**src/rtl/dmem_arbiter_pkg.sv**
```systemverilog
// Shared types and defaults for the data-memory arbiter between the RISC_16 CPU
// and the host/loader port.
package dmem_arbiter_pkg;
  localparam int DMEM_ADDR_W = 3;
  localparam int DMEM_DATA_W = 16;
  localparam int HOST_MAX_WAIT = 4;

  typedef enum logic [1:0] {
    ST_IDLE    = 2'd0,
    ST_CPU_RD  = 2'd1,
    ST_HOST_RD = 2'd2
  } state_t;
endpackage

```
**src/rtl/dmem_arbiter_if.sv**
```systemverilog
// CPU, host and dmem bus signals seen by the arbiter.
// The slave modport is the arbiter side; the master modport is the environment side.
interface dmem_arbiter_if
  import dmem_arbiter_pkg::*;
#(
  parameter int ADDR_W = DMEM_ADDR_W,
  parameter int DATA_W = DMEM_DATA_W
);
  logic              i_cpu_rd;
  logic              i_cpu_wr;
  logic [ADDR_W-1:0] i_cpu_addr;
  logic [DATA_W-1:0] i_cpu_wdata;
  logic [DATA_W-1:0] o_cpu_rdata;
  logic              o_cpu_rvalid;
  logic              o_cpu_stall;
  logic              i_host_req;
  logic              i_host_we;
  logic [ADDR_W-1:0] i_host_addr;
  logic [DATA_W-1:0] i_host_wdata;
  logic              o_host_ack;
  logic [DATA_W-1:0] o_host_rdata;
  logic              o_dmem_en;
  logic              o_dmem_wen;
  logic [ADDR_W-1:0] o_dmem_addr;
  logic [DATA_W-1:0] o_dmem_wdata;
  logic [DATA_W-1:0] i_dmem_rdata;

  modport slave (
    input  i_cpu_rd, i_cpu_wr, i_cpu_addr, i_cpu_wdata,
    output o_cpu_rdata, o_cpu_rvalid, o_cpu_stall,
    input  i_host_req, i_host_we, i_host_addr, i_host_wdata,
    output o_host_ack, o_host_rdata,
    output o_dmem_en, o_dmem_wen, o_dmem_addr, o_dmem_wdata,
    input  i_dmem_rdata
  );

  modport master (
    output i_cpu_rd, i_cpu_wr, i_cpu_addr, i_cpu_wdata,
    input  o_cpu_rdata, o_cpu_rvalid, o_cpu_stall,
    output i_host_req, i_host_we, i_host_addr, i_host_wdata,
    input  o_host_ack, o_host_rdata,
    input  o_dmem_en, o_dmem_wen, o_dmem_addr, o_dmem_wdata,
    output i_dmem_rdata
  );
endinterface

```
**src/rtl/dmem_arbiter.sv**
```systemverilog
// Single-port dmem arbiter: the CPU has priority, the host gets a forced grant
// after MAX_WAIT denied idle cycles, and a CPU access stalls the CPU until it completes.
module dmem_arbiter
  import dmem_arbiter_pkg::*;
#(
  parameter int ADDR_W   = DMEM_ADDR_W,
  parameter int DATA_W   = DMEM_DATA_W,
  parameter int MAX_WAIT = HOST_MAX_WAIT
) (
  input logic           i_clk,
  input logic           i_rst,
  dmem_arbiter_if.slave bus
);
  state_t            state, state_nxt;
  logic [3:0]        wait_cnt, wait_nxt;
  logic              host_wack;
  logic [DATA_W-1:0] cpu_rdata_q, host_rdata_q;
  logic              cpu_req, host_req, host_force, cpu_go, host_go;

  always_comb begin
    cpu_req    = bus.i_cpu_rd | bus.i_cpu_wr;
    // A request still high in the write-ack cycle is the one being acked.
    host_req   = bus.i_host_req & ~host_wack;
    host_force = host_req && (wait_cnt == 4'(MAX_WAIT));
    cpu_go     = 1'b0;
    host_go    = 1'b0;
    if (state == ST_IDLE) begin
      if (host_force)   host_go = 1'b1;
      else if (cpu_req) cpu_go  = 1'b1;
      else if (host_req) host_go = 1'b1;
    end

    state_nxt = ST_IDLE;
    if (cpu_go && !bus.i_cpu_wr)   state_nxt = ST_CPU_RD;
    if (host_go && !bus.i_host_we) state_nxt = ST_HOST_RD;

    wait_nxt = wait_cnt;
    if (!host_req || host_go)                       wait_nxt = 4'd0;
    else if (cpu_go && wait_cnt != 4'(MAX_WAIT))    wait_nxt = wait_cnt + 4'd1;
  end

  always_comb begin
    bus.o_dmem_en    = 1'b0;
    bus.o_dmem_wen   = 1'b0;
    bus.o_dmem_addr  = '0;
    bus.o_dmem_wdata = '0;
    bus.o_cpu_rdata  = '0;
    bus.o_cpu_rvalid = 1'b0;
    bus.o_cpu_stall  = 1'b0;
    bus.o_host_ack   = 1'b0;
    bus.o_host_rdata = '0;
    if (!i_rst) begin
      if (cpu_go) begin
        bus.o_dmem_en    = 1'b1;
        bus.o_dmem_wen   = bus.i_cpu_wr;
        bus.o_dmem_addr  = bus.i_cpu_addr;
        bus.o_dmem_wdata = bus.i_cpu_wr ? bus.i_cpu_wdata : '0;
      end else if (host_go) begin
        bus.o_dmem_en    = 1'b1;
        bus.o_dmem_wen   = bus.i_host_we;
        bus.o_dmem_addr  = bus.i_host_addr;
        bus.o_dmem_wdata = bus.i_host_we ? bus.i_host_wdata : '0;
      end
      bus.o_cpu_rvalid = (state == ST_CPU_RD);
      bus.o_cpu_rdata  = (state == ST_CPU_RD) ? bus.i_dmem_rdata : cpu_rdata_q;
      bus.o_host_ack   = (state == ST_HOST_RD) || host_wack;
      bus.o_host_rdata = (state == ST_HOST_RD) ? bus.i_dmem_rdata : host_rdata_q;
      // Only a granted store or the load-return cycle lets the CPU advance.
      bus.o_cpu_stall  = cpu_req && !(cpu_go && bus.i_cpu_wr) && (state != ST_CPU_RD);
    end
  end

  always_ff @(posedge i_clk) begin
    if (i_rst) begin
      state        <= ST_IDLE;
      wait_cnt     <= 4'd0;
      host_wack    <= 1'b0;
      cpu_rdata_q  <= '0;
      host_rdata_q <= '0;
    end else begin
      state     <= state_nxt;
      wait_cnt  <= wait_nxt;
      host_wack <= host_go && bus.i_host_we;
      if (state == ST_CPU_RD)  cpu_rdata_q  <= bus.i_dmem_rdata;
      if (state == ST_HOST_RD) host_rdata_q <= bus.i_dmem_rdata;
    end
  end
endmodule

```
**src/flat_wrapper.sv**
```systemverilog
// flat-port wrapper written by rule: the top's interface ports become plain ports
module dmem_arbiter_flat import dmem_arbiter_pkg::*;
#(
  parameter int ADDR_W   = DMEM_ADDR_W,
  parameter int DATA_W   = DMEM_DATA_W,
  parameter int MAX_WAIT = HOST_MAX_WAIT
)
  (i_clk, i_rst, bus_i_cpu_rd, bus_i_cpu_wr, bus_i_cpu_addr, bus_i_cpu_wdata, bus_o_cpu_rdata, bus_o_cpu_rvalid, bus_o_cpu_stall, bus_i_host_req, bus_i_host_we, bus_i_host_addr, bus_i_host_wdata, bus_o_host_ack, bus_o_host_rdata, bus_o_dmem_en, bus_o_dmem_wen, bus_o_dmem_addr, bus_o_dmem_wdata, bus_i_dmem_rdata);
  dmem_arbiter_if #(.ADDR_W(ADDR_W), .DATA_W(DATA_W)) bus_i ();
  input logic i_clk;
  input logic i_rst;
  input wire logic [$bits(bus_i.i_cpu_rd)-1:0] bus_i_cpu_rd;
  input wire logic [$bits(bus_i.i_cpu_wr)-1:0] bus_i_cpu_wr;
  input wire logic [$bits(bus_i.i_cpu_addr)-1:0] bus_i_cpu_addr;
  input wire logic [$bits(bus_i.i_cpu_wdata)-1:0] bus_i_cpu_wdata;
  output wire logic [$bits(bus_i.o_cpu_rdata)-1:0] bus_o_cpu_rdata;
  output wire logic [$bits(bus_i.o_cpu_rvalid)-1:0] bus_o_cpu_rvalid;
  output wire logic [$bits(bus_i.o_cpu_stall)-1:0] bus_o_cpu_stall;
  input wire logic [$bits(bus_i.i_host_req)-1:0] bus_i_host_req;
  input wire logic [$bits(bus_i.i_host_we)-1:0] bus_i_host_we;
  input wire logic [$bits(bus_i.i_host_addr)-1:0] bus_i_host_addr;
  input wire logic [$bits(bus_i.i_host_wdata)-1:0] bus_i_host_wdata;
  output wire logic [$bits(bus_i.o_host_ack)-1:0] bus_o_host_ack;
  output wire logic [$bits(bus_i.o_host_rdata)-1:0] bus_o_host_rdata;
  output wire logic [$bits(bus_i.o_dmem_en)-1:0] bus_o_dmem_en;
  output wire logic [$bits(bus_i.o_dmem_wen)-1:0] bus_o_dmem_wen;
  output wire logic [$bits(bus_i.o_dmem_addr)-1:0] bus_o_dmem_addr;
  output wire logic [$bits(bus_i.o_dmem_wdata)-1:0] bus_o_dmem_wdata;
  input wire logic [$bits(bus_i.i_dmem_rdata)-1:0] bus_i_dmem_rdata;
  assign bus_i.i_cpu_rd = bus_i_cpu_rd;
  assign bus_i.i_cpu_wr = bus_i_cpu_wr;
  assign bus_i.i_cpu_addr = bus_i_cpu_addr;
  assign bus_i.i_cpu_wdata = bus_i_cpu_wdata;
  assign bus_o_cpu_rdata = bus_i.o_cpu_rdata;
  assign bus_o_cpu_rvalid = bus_i.o_cpu_rvalid;
  assign bus_o_cpu_stall = bus_i.o_cpu_stall;
  assign bus_i.i_host_req = bus_i_host_req;
  assign bus_i.i_host_we = bus_i_host_we;
  assign bus_i.i_host_addr = bus_i_host_addr;
  assign bus_i.i_host_wdata = bus_i_host_wdata;
  assign bus_o_host_ack = bus_i.o_host_ack;
  assign bus_o_host_rdata = bus_i.o_host_rdata;
  assign bus_o_dmem_en = bus_i.o_dmem_en;
  assign bus_o_dmem_wen = bus_i.o_dmem_wen;
  assign bus_o_dmem_addr = bus_i.o_dmem_addr;
  assign bus_o_dmem_wdata = bus_i.o_dmem_wdata;
  assign bus_i.i_dmem_rdata = bus_i_dmem_rdata;
  dmem_arbiter #(.ADDR_W(ADDR_W), .DATA_W(DATA_W), .MAX_WAIT(MAX_WAIT)) u_core (.i_clk(i_clk), .i_rst(i_rst), .bus(bus_i));
endmodule
```
**config.mk**
```make
export PLATFORM = sky130hd
export DESIGN_NAME = dmem_arbiter_flat
export DESIGN_NICKNAME = d
export VERILOG_FILES = /design/src/rtl/dmem_arbiter_pkg.sv /design/src/rtl/dmem_arbiter_if.sv /design/src/rtl/dmem_arbiter.sv /design/src/flat_wrapper.sv
export SDC_FILE = /design/constraint.sdc
export NUM_CORES = 1
export LEC_CHECK = 0
export ABC_AREA = 1
export BUFFER_PORTS_ARGS = -buffer_cell sky130_fd_sc_hd__clkbuf_2
export CELL_PAD_IN_SITES_DETAIL_PLACEMENT = 0
export CELL_PAD_IN_SITES_GLOBAL_PLACEMENT = 1
export CORE_UTILIZATION = 31
export CTS_CLUSTER_SIZE = 14
export DETAILED_ROUTE_END_ITERATION = 8
export PLACE_DENSITY = 0.83
export SLEW_MARGIN = 15
export SYNTH_ARGS = -nofsm -noshare
export SYNTH_HDL_FRONTEND = slang
export SYNTH_SLANG_ARGS = --single-unit
```
**constraint.sdc**
```tcl
create_clock -name i_clk -period 2.8 [get_ports i_clk]
set_clock_uncertainty 0.15 [all_clocks]
set_input_delay 0.28 -clock i_clk [delete_from_list [all_inputs] [get_ports i_clk]]
set_output_delay 0.28 -clock i_clk [all_outputs]
set_load 0.01 [all_outputs]
```
* Word-level counts from Yosys, hierarchy flattened
Cells that the tools add are included.
Storage, ports and cells: word-level logic and storage cells 62, flip-flop bits (word level) 39, bits of input ports 60
Cells by class: reduce and logical (&&, ||, !) cells 17, bitwise logic cells 3, equality and inequality tests 5, muxes and demuxes 30, add/sub/neg operators 1
Operators with widths (count):
- 16-bit two-way mux | 9
- 1-bit two-way mux | 17
- 3-bit two-way mux | 3
- 1-bit logical AND | 8
- 4-bit by 1-bit adder with 4-bit output (second input constant) | 1
- 4-bit by 3-bit equality test with 1-bit output (second input constant) | 1
- 1-bit zero test | 4
- 4-bit by 3-bit != test with 1-bit output (second input constant) | 1
- 2-bit OR reduction | 2
- 2-bit by 1-bit equality test with 1-bit output (second input constant) | 1
- 2-bit equality test (second input constant) | 1
- 2-bit zero test | 1
- 1-bit logical OR | 2
- 2-bit two-way mux | 1
- 2-bit by 1-bit != test with 1-bit output (second input constant) | 1
- 1-bit bitwise AND | 1
- 1-bit inverter | 1
- 1-bit bitwise OR | 1

* Depth between registers and ports, before layout
Gate-level depths: netlist (run 1).
depth in word-level cells 10, mapped depth 9

* Least setup slack after synthesis (run 1)
No wires, ideal clock.
kind reg2out, start point register u_core.wait_cnt[0], end point output port bus_o_dmem_wdata[3], path slack 1.049 ns, path buffers 1, cell stages (with the launch flop) 9, data required time 2.370 ns, arrival 1.321 ns, path through dfxtp_1 -> inv_1 -> ha_1 -> nand2_1 -> nor2_1 -> nand2_1 -> buf_2 -> nand4_1 -> a21oi_1
Between the ends: cells in the longest elaborated chain, start to end 7, elaborated cells between the ends (all ways) 9, those cells by class eq/ne (1); mux (7); reduce/logical (1)
Ends and longest elaborated chain:
- start, declared | line dmem_arbiter.sv:15 | logic [3:0] wait_cnt, wait_nxt;
- start signal, assigned | line dmem_arbiter.sv:82 | wait_cnt <= wait_nxt;
- 4-bit by 3-bit equality test with 1-bit output * | line dmem_arbiter.sv:24 | host_force = host_req && (wait_cnt == 4'(MAX_WAIT));
- 1-bit logical AND * | line dmem_arbiter.sv:24
- 1-bit two-way mux | line dmem_arbiter.sv:28 | if (host_force) host_go = 1'b1;
- 1-bit two-way mux | line dmem_arbiter.sv:27 | if (state == ST_IDLE) begin
- 16-bit two-way mux | line dmem_arbiter.sv:58 | end else if (host_go) begin
- 16-bit two-way mux * | line dmem_arbiter.sv:53 | if (cpu_go) begin
- 16-bit two-way mux * | line dmem_arbiter.sv:52 | if (!i_rst) begin
- end, declared | line flat_wrapper.sv:28 | output wire logic [$bits(bus_i.o_dmem_wdata)-1:0] bus_o_dmem_wdata;
Every way passes the cells marked *; elsewhere a longest branch is shown, timed or not.

* Final worst setup path (run 1)
start point register u_core.wait_cnt[0], end point output port bus_o_dmem_wdata[7]
Same word-level chain as after synthesis.

==> impl_results.md, run 1 <==
- Worst r2r dst: u_core.state[0]$_SDFF_PP0_
- Worst setup EP type: output port
- Multi-input logic area: 987 um2
- Class of the worst hold path: in -> reg
- Part of the power in registers: 0.456
- GP Congestion: 0.885
- Residual DRC: 0
- Synthesis Warnings: 0
- Average routed wire per standard cell: 12.1 um
- Reg2reg setup slack: 1.00 ns
- Post_cts resized: 0
- Initial antenna violation count: 0
- CP dominant cell by count: nand2_1
- Final Max Slew Viols: 0
- Yosys cell types: 23
- Total gr overflow: 0
- Mapped Cells: 285
- Non-Filler Instances: 468
- Commonest non-fill, non-tap cell in the layout: clkbuf_2
- Critical Path Fanout Max: 12
- Worst-margin pin slew: 0.802 ns
- CP peak stage delay: 0.39 ns
- PD cells: 467 nW/um2
- Starting density of the core: 0.319
- Global-route wire length before repair: 8.71 mm
- IO Port Bufs: 115
- Site Rows: 29
- WS Path Type: reg -> out
- Crit path buf inv count: 3
- Delay-heaviest family, CP: buffers and inverters
- Arrival @ worst endpoint: 2.02 ns
- Layout fillers: 690
- # Post-CTS Setup Buffers: 0
- Clock Latency Late Sink: 0.28 ns
- Leakage: 1.39 nW
- Slew headroom: 0.465
- Clock power frac: 0.366
- FMAX: 0.408 GHz
- Final instance area: 2710 um2
- Number of synthesized flops with an enable pin: 0
- Setup TNS: 0 ns
- FF-to-FF path depth: 8
- Startpoint Class: register
- Root Driver: clkbuf_8
- Sw Share: 0.268
- Dpl ws: 0.662 ns
- Status: completed
- DRT iter0 DRCs: 105
- Vias per std cell: 4.81
- Max capacitance violation total: 0
- Fin crit period: 2.45 ns
- Critical Path Slowest Stage Cell: dfxtp_1
- Ratio of cells with drive above 1 in the final layout: 0.361
- Post-Syn Area: 2020 um2
- Dpl hpwl: 4.07 mm
- Register area share after synthesis: 0.387
- First drt pass iteration count: 4
- WL final: 5.65 mm
- CP required: 2.37 ns
- CTS H-tree lvls: 2
- Post-route worst setup slack: 0.348 ns
- RSZ-0062 raised after global routing: false
- Worst hold slack: 0.0824 ns
- Chip height: 82.7 um
- Yosys top cell area share: 0.387
- CTS tree: built
- Internal cell power: 0.927 mW
- Prevailing post-synth register cell: dfxtp_1
- Post-route ant nets: 0
- Yosys reg bits: 39
- Placed Cells: 460
- GR Util All Layers: 0.165
- Synth-to-Final Area Change: 34.4%
- Die Wd: 82.7 um
- Core ar.: 6310 um2
- Total vias in the final route: 2253
- Syn avg cell area: 7.08 um2
- Fin. Hold Viols: 0
- Layout Nets: 452
- Post-Place Cell Area: 2600 um2
- Pin count of the biggest net entering global routing: 33
- Clk slew on worst S/H paths: 0.07 ns
- CTS Hold Buffers Added: 0
- Num Clock Sinks: 39
- Vias in the first global route: 2019
- Final setup fails: 0
- FFs w/ async S/R, synth: 0
- Synth area leader: dfxtp_1
- Period utilization: 0.876
- Critical path, cell by cell: inv_1 -> ha_1 -> nand2_1 -> nor2_1 -> nand2_1 -> buf_4 -> nand4_1 -> a21oi_1 -> clkbuf_2
- Comb pwr share: 0.178
- Sw power: 0.339 mW
- Top cells by area, synth: dfxtp_1, nand2_1, a21oi_1
- Most frequent cells in the layout: clkbuf_2, nand2_1, a21oi_1, dfxtp_1, inv_1
- Peak supply drop: 362 uV
- Die ar.: 6830 um2
- N_diodes: 0
- Number of CTS-inserted buffers: 5
- I/O pin cnt: 116
- Syn nets: 347
- CTS Buffer Depth: 2
- Worst r2r src: u_core.wait_cnt[0]$_SDFFE_PP0P_
- Hold path endpoint: u_core.host_rdata_q[4]$_DFF_P_
- Worst Hold Depth: 3
- FF/Latch Area: 781 um2
- Hold path startpoint: bus_i_dmem_rdata[4]
-- state kept, by name (all words and copies together), names as in the netlist --
name,flops
u_core.state,2
u_core.wait_cnt,4
u_core.host_rdata_q,16
u_core.host_wack,1
u_core.cpu_rdata_q,16
-- power groups by stage --
| stage | logic (mW) | registers (mW) | clock network [mW] |
|---|---|---|---|
| finish | 0.226 | 0.577 | 0.463 |
| detailed placement | 0.227 | 0.590 | 0 |
| global placement | 0.227 | 0.590 | 0 |
| global route | 0.253 | 0.579 | 0.497 |
| floorplan | 0.136 | 0.589 | 0 |
| CTS | 0.228 | 0.577 | 0.474 |
-- cells in the mapped netlist (2+ instances only) --
cell      instances
nand2_1          56
a21oi_1          39
dfxtp_1          39
inv_1            26
o21ai_0          23
nand4_1          21
nand3b_1         14
buf_2            13
nand3_1          10
o21ai_1          10
nor2_1            7
inv_2             6
nand3_2           4
buf_6             3
clkbuf_1          3
clkinv_1          2
ha_1              2
nand2_2           2
-- how the worst max path moves through the flow --
| stage | from | endpoint | cells after the start |
|---|---|---|---|
| after CTS | u_core.wait_cnt[0]$_SDFFE_PP0P_ | bus_o_dmem_wdata[14] | 9 |
| after detailed placement | u_core.wait_cnt[0]$_SDFFE_PP0P_ | bus_o_dmem_wdata[14] | 9 |
| after floorplan | u_core.wait_cnt[0]$_SDFFE_PP0P_ | bus_o_dmem_wdata[3] | 8 |
| after global placement | u_core.wait_cnt[0]$_SDFFE_PP0P_ | bus_o_dmem_wen | 9 |
| after global routing | u_core.wait_cnt[0]$_SDFFE_PP0P_ | bus_o_dmem_wdata[9] | 9 |
| final | u_core.wait_cnt[0]$_SDFFE_PP0P_ | bus_o_dmem_wdata[7] | 9 |
-- stage by stage --
| step | power, mW | utilization |
|---|---|---|
| after floorplan | 0.725 | - |
| after global placement | 0.817 | 0.411 |
| after detailed placement | 0.817 | 0.411 |
| after CTS | 1.28 | 0.429 |
| after global routing | 1.33 | 0.429 |
| final | 1.27 | 0.429 |
-- metal layers --
metal | GRT usage | part of all wire
met5 | 0 | 0
met2 | 0.293 | 0.45
met4 | 0.0517 | 0.011
met1 | 0.193 | 0.46
met3 | 0.0385 | 0.084
-- tightest hold or removal path: stages --
cell and delay (ns):
clkbuf_2 0.08, inv_1 0.05, a21oi_1 0.07
-- layout make-up --
| type | count | share of cell area |
|---|---|---|
| clock buffers | 5 | 0.0254 |
| clock inverters | 3 | 0.0162 |
| inverters | 34 | 0.0471 |
| multi-input cells | 191 | 0.364 |
| flip-flops and latches | 39 | 0.288 |
| well taps | 77 | 0.0355 |
| repair buffers | 119 | 0.223 |
-- kinds of logic after synthesis --
family,synth area share
xor+xnor,0.00434
flops,0.387
fa+ha+maj,0.0124
simple gates,0.294
compound gates,0.179
buf+inv,0.123
Power figures use the tool's default switching activity.
==> inputs of run 2 (changes only) <==
--- a/config.mk
+++ b/config.mk
@@ -12,7 +12,7 @@
 export CORE_UTILIZATION = 31
 export CTS_CLUSTER_SIZE = 14
 export DETAILED_ROUTE_END_ITERATION = 8
-export PLACE_DENSITY = 0.83
+export PLACE_DENSITY = 0.92
 export SLEW_MARGIN = 15
 export SYNTH_ARGS = -nofsm -noshare
 export SYNTH_HDL_FRONTEND = slang
==> run 2 against run 1 <==
Against the previous run: worst hold slack better by 0.011 ns; largest power group unchanged; critical path type unchanged; combinational power is essentially flat; critical endpoint is now bus_o_dmem_wdata[2]; clock power decreased by 4%; cell count rose by 0.21%.
==> impl_results.md, run 2 (synthesis results as in run 1) <==
- Status: completed
- Critical path, cell by cell: inv_1 -> ha_1 -> nand2_1 -> nor2_1 -> nand2_1 -> buf_4 -> nand4_1 -> a21oi_1 -> clkbuf_2
- Delay-heaviest family, CP: simple AND/OR/NAND/NOR gates
- Non-Filler Instances: 469
- Final setup fails: 0
- Met2 Use GR: 0.279
- FMAX: 0.388 GHz
- Class of the worst hold path: in -> reg
- I/O pin cnt: 116
- First drt pass iteration count: 6
- Most frequent cells in the layout: clkbuf_2, nand2_1, a21oi_1, dfxtp_1, inv_1
- Site Rows: 29
- CTS Buffer Depth: 2
- Worst r2r src: u_core.wait_cnt[0]$_SDFFE_PP0P_
- WL final: 5.59 mm
- RSZ-0062 raised after global routing: false
- Root Driver: clkbuf_8
- Total power: 1.25 mW
- Setup TNS: 0 ns
- WS Path Type: reg -> out
- Number of CTS-inserted buffers: 5
- DRT iter0 DRCs: 99
- CP dominant cell by count: nand2_1
- Worst setup EP type: output port
- Arrival @ worst endpoint: 2.15 ns
- Critical Path Slowest Stage Cell: dfxtp_1
- CTS tree: built
- Total gr overflow: 0
- Fin crit period: 2.58 ns
- Hold path startpoint: bus_i_dmem_rdata[1]
- Starting density of the core: 0.319
- Startpoint Class: register
- PD cells: 460 nW/um2
- Top Usage Layer GRT: met2
- Commonest non-fill, non-tap cell in the layout: clkbuf_2
- # Post-CTS Setup Buffers: 0
- CP required: 2.37 ns
- FF/Latch Area: 781 um2
- Synth-to-Final Area Change: 34.8%
- Internal cell power: 0.923 mW
- Reg2reg setup slack: 1.04 ns
- Clk slew on worst S/H paths: 0.07 ns
- Vias per std cell: 4.80
- Multi-input logic area: 987 um2
- Met3 Track Usage GR: 0.0451
- CP peak stage delay: 0.40 ns
- Average routed wire per standard cell: 11.9 um
- Grt met1 use: 0.177
- GP Congestion: 0.762
- Dpl ws: 0.544 ns
- Logic depth of the worst path, buffers included: 9
- Sw Share: 0.262
- Worst-margin pin slew: 0.742 ns
- Residual DRC: 0
- Post-route ant nets: 0
- Layout Nets: 454
- Biggest regs: u_core.cpu_rdata_q x16, u_core.host_rdata_q x16, u_core.wait_cnt x4
- GR Util All Layers: 0.158
- Fin. Hold Viols: 0
- Initial antenna violation count: 0
- Vias in the first global route: 1925
- N_diodes: 0
- Final Max Slew Viols: 0
- Layout fillers: 646
- CTS H-tree lvls: 2
- Crit path buf inv count: 3
- IO Port Bufs: 115
- Placed Cells: 462
- Clock power frac: 0.356
- Peak supply drop: 356 uV
- Core ar.: 6310 um2
- Comb pwr share: 0.182
- Pin count of the biggest net entering global routing: 31
- Die Wd: 82.7 um
- Ratio of cells with drive above 1 in the final layout: 0.362
- Post-route worst setup slack: 0.222 ns
- Num Clock Sinks: 39
- Die ar.: 6830 um2
- Chip height: 82.7 um
- FF-to-FF path depth: 7
- Leakage: 1.39 nW
- Part of the power in registers: 0.462
- Clock Latency Late Sink: 0.28 ns
- Worst Hold Depth: 3
- Global-route wire length before repair: 8.31 mm
- Sw power: 0.327 mW
- CTS Hold Buffers Added: 0
- Worst r2r dst: u_core.wait_cnt[3]$_SDFFE_PP0P_
- Period utilization: 0.921
- Critical Path Fanout Max: 14
- Dpl hpwl: 4.16 mm
- Slew headroom: 0.505
- Post_cts resized: 0
- Hold path endpoint: u_core.host_rdata_q[1]$_DFF_P_
- Max capacitance violation total: 0
- Total vias in the final route: 2252
run 2: worst max path at each step:
stage / from / to / slack (ns)
2_1_floorplan: u_core.wait_cnt[0]$_SDFFE_PP0P_ / bus_o_dmem_wdata[3] / 1.05
3_3_place_gp: u_core.wait_cnt[0]$_SDFFE_PP0P_ / bus_o_dmem_wdata[6] / 0.71
3_5_place_dp: u_core.wait_cnt[0]$_SDFFE_PP0P_ / bus_o_dmem_wdata[2] / 0.54
4_1_cts: u_core.wait_cnt[0]$_SDFFE_PP0P_ / bus_o_dmem_wdata[2] / 0.23
5_1_grt: u_core.wait_cnt[0]$_SDFFE_PP0P_ / bus_o_dmem_wdata[4] / 0.05
6_report: u_core.wait_cnt[0]$_SDFFE_PP0P_ / bus_o_dmem_wdata[2] / 0.22
run 2: routing by layer:
metal  share of wire  wire (um)
met5               0          0
met4           0.013         71
met3            0.10        559
met2            0.44       2480
met1            0.44       2490
run 2: power groups by stage:
stage	Combinational [mW]	Clock (mW)	Sequential [mW]
3_3_place_gp	0.225	0	0.589
6_report	0.228	0.446	0.577
5_1_grt	0.257	0.484	0.579
4_1_cts	0.229	0.463	0.577
2_1_floorplan	0.136	0	0.589
3_5_place_dp	0.228	0	0.590
run 2: cell type report:
type | instances | share of cell area
Multi-Input combinational cell | 191 | 0.363
Clock buffer | 5 | 0.0253
Sequential cell | 39 | 0.287
Clock inverter | 2 | 0.0138
Tap cell | 77 | 0.0354
Inverter | 34 | 0.0469
Timing Repair Buffer | 121 | 0.228
run 2: worst min-delay path: cells and delay by family:
kind            cells  cell delay [ns]
buf+inv             2             0.13
compound gates      1             0.07
run 2: metrics by stage:
step	cell area [um2]	utilization	hold WS, ns
floorplan	2020	-	0.322
global route	2720	0.431	0.105
finish	2720	0.431	0.0935
CTS	2720	0.431	0.0875
global placement	2610	0.414	0.304
detailed placement	2610	0.414	0.310
==> inputs of run 3 (changes only) <==
--- a/config.mk
+++ b/config.mk
@@ -12,6 +12,7 @@
 export CORE_UTILIZATION = 31
 export CTS_CLUSTER_SIZE = 14
 export DETAILED_ROUTE_END_ITERATION = 8
+export GPL_TIMING_DRIVEN = 0
 export PLACE_DENSITY = 0.92
 export SLEW_MARGIN = 15
 export SYNTH_ARGS = -nofsm -noshare
==> run 3 against run 2 <==
Against the previous run: cell count is 3.0% higher; die area unchanged; via count up 3.3%; non-clock buffer count rose by 13; sequential power hardly changed; global-route usage grew 0.53 points; worst hold slack worse by 0.0013 ns; total power is 1.7% higher; sequential share of layout area decreased by 0.75 points; clock power up 3%; first-iteration DRC count shrank 4.0%.
==> impl_results.md, run 3 (synthesis results as in run 1) <==
- Status: completed
- Worst setup EP type: output port
- Synth-to-Final Area Change: 38.4%
- Class of the worst hold path: in -> reg
- Peak supply drop: 373 uV
- # Post-CTS Setup Buffers: 0
- Setup TNS: 0 ns
- First drt pass iteration count: 6
- Vias in the first global route: 1860
- Global-route wire length before repair: 8.60 mm
- Final setup fails: 0
- Max capacitance violation total: 0
- Layout Nets: 467
- Period utilization: 0.830
- RSZ-0062 raised after global routing: false
- FF/Latch Area: 781 um2
- CTS Buffer Depth: 2
- Reg2reg setup slack: 1.17 ns
- Initial antenna violation count: 0
- FMAX: 0.431 GHz
- CP required: 2.37 ns
- PD cells: 456 nW/um2
- Dpl hpwl: 4.49 mm
- DRT iter0 DRCs: 95
- I/O pin cnt: 116
- CTS H-tree lvls: 2
- Critical Path Fanout Max: 10
- IO Port Bufs: 113
- Most frequent cells in the layout: clkbuf_2, nand2_1, a21oi_1, dfxtp_1, inv_1
- Average routed wire per standard cell: 12.1 um
- Pin count of the biggest net entering global routing: 14
- Clk slew on worst S/H paths: 0.08 ns
- FF-to-FF path depth: 8
- Number of CTS-inserted buffers: 5
- Post-route ant nets: 0
- Worst r2r src: u_core.wait_cnt[0]$_SDFFE_PP0P_
- Arrival @ worst endpoint: 1.89 ns
- GP Congestion: 0.782
- Fin. Hold Viols: 0
- Starting density of the core: 0.319
- Num Clock Sinks: 39
- Die Wd: 82.7 um
- Leakage: 1.44 nW
- WS Path Type: reg -> out
- Residual DRC: 0
- Worst-margin pin slew: 0.466 ns
- Worst Setup SP: u_core.wait_cnt[0]$_SDFFE_PP0P_
- Root Driver: clkbuf_8
- WL final: 5.87 mm
- Core ar.: 6310 um2
- Worst r2r dst: u_core.state[0]$_SDFF_PP0_
- GR Util All Layers: 0.163
- Site Rows: 29
- Layout fillers: 657
- Fin util: 0.442
- CTS tree: built
- CP endpoint: bus_o_dmem_wdata[3]
- Clock Latency Late Sink: 0.28 ns
- Multi-input logic area: 987 um2
- N_diodes: 0
- Total gr overflow: 0
- Biggest regs: u_core.cpu_rdata_q x16, u_core.host_rdata_q x16, u_core.wait_cnt x4
- Commonest non-fill, non-tap cell in the layout: clkbuf_2
- Final Max Slew Viols: 0
- Startpoint Class: register
- Slew headroom: 0.689
- CTS Hold Buffers Added: 0
- Chip height: 82.7 um
- Vias per std cell: 4.82
- Fin crit period: 2.32 ns
- Total vias in the final route: 2327
- Ratio of cells with drive above 1 in the final layout: 0.374
- Post_cts resized: 0
- Die ar.: 6830 um2
## run 3: cell types whose count changed in the layout (fill, tap and decap cells not counted), sizes merged
cell,before,now
clkinv,2,4
buf,6,17
clkinvlp,1,0
clkbuf,120,122
## run 3: power by group
part	switching [mW]	total (mW)	internal, mW	leakage (nW)
clock	0.193	0.458	0.265	0.0581
combinational	0.139	0.237	0.0980	1.06
sequential	0.00584	0.577	0.572	0.316
total	0.337	1.27	0.935	1.44
## run 3: how the worst min path moves through the flow
stage | start | end | slack [ns] | cells after the start
CTS | bus_i_dmem_rdata[4] | u_core.host_rdata_q[4]$_DFF_P_ | 0.08 | 3
detailed placement | u_core.cpu_rdata_q[4]$_DFF_P_ | u_core.cpu_rdata_q[4]$_DFF_P_ | 0.31 | 2
floorplan | u_core.wait_cnt[3]$_SDFFE_PP0P_ | u_core.wait_cnt[3]$_SDFFE_PP0P_ | 0.32 | 2
global placement | u_core.cpu_rdata_q[2]$_DFF_P_ | u_core.cpu_rdata_q[2]$_DFF_P_ | 0.30 | 2
global route | bus_i_dmem_rdata[3] | u_core.host_rdata_q[3]$_DFF_P_ | 0.1 | 3
finish | bus_i_dmem_rdata[4] | u_core.host_rdata_q[4]$_DFF_P_ | 0.09 | 3
## run 3: final cells by class
| cell class | instances | area share |
|---|---|---|
| inverters | 34 | 0.0457 |
| clock inverters | 3 | 0.0157 |
| multi-input cells | 191 | 0.354 |
| repair buffers | 113 | 0.203 |
| clock buffers | 5 | 0.0247 |
| plain buffers | 21 | 0.0435 |
| well taps | 77 | 0.0345 |
| flip-flops and latches | 39 | 0.280 |
## run 3: per-layer routing
metal  GRT usage  share of wire  up-vias
met3      0.0462           0.11        5
met4      0.0414         0.0065        0
met2       0.266           0.44      118
met1       0.211           0.45     1017
li1            -              -     1187
met5           0              0        -
## run 3: worst max-delay path: stages (launching register included)
cell	delay, ns
dfxtp_1	0.41
inv_1	0.08
ha_1	0.23
nand2_1	0.07
nor2_1	0.04
nand2_1	0.12
buf_2	0.24
nand4_1	0.12
a21oi_1	0.16
clkbuf_2	0.16
## run 3: through the flow
step	instance area [um2]	cells	hold slack (ns)	power (mW)	setup slack, ns
after floorplan	2020	285	0.322	0.725	1.05
after global routing	2790	483	0.0994	1.34	0.278
after CTS	2790	483	0.0845	1.29	0.496
after detailed placement	2680	475	0.311	0.827	0.820
after global placement	2680	475	0.304	0.825	0.807
final	2790	483	0.0923	1.27	0.477
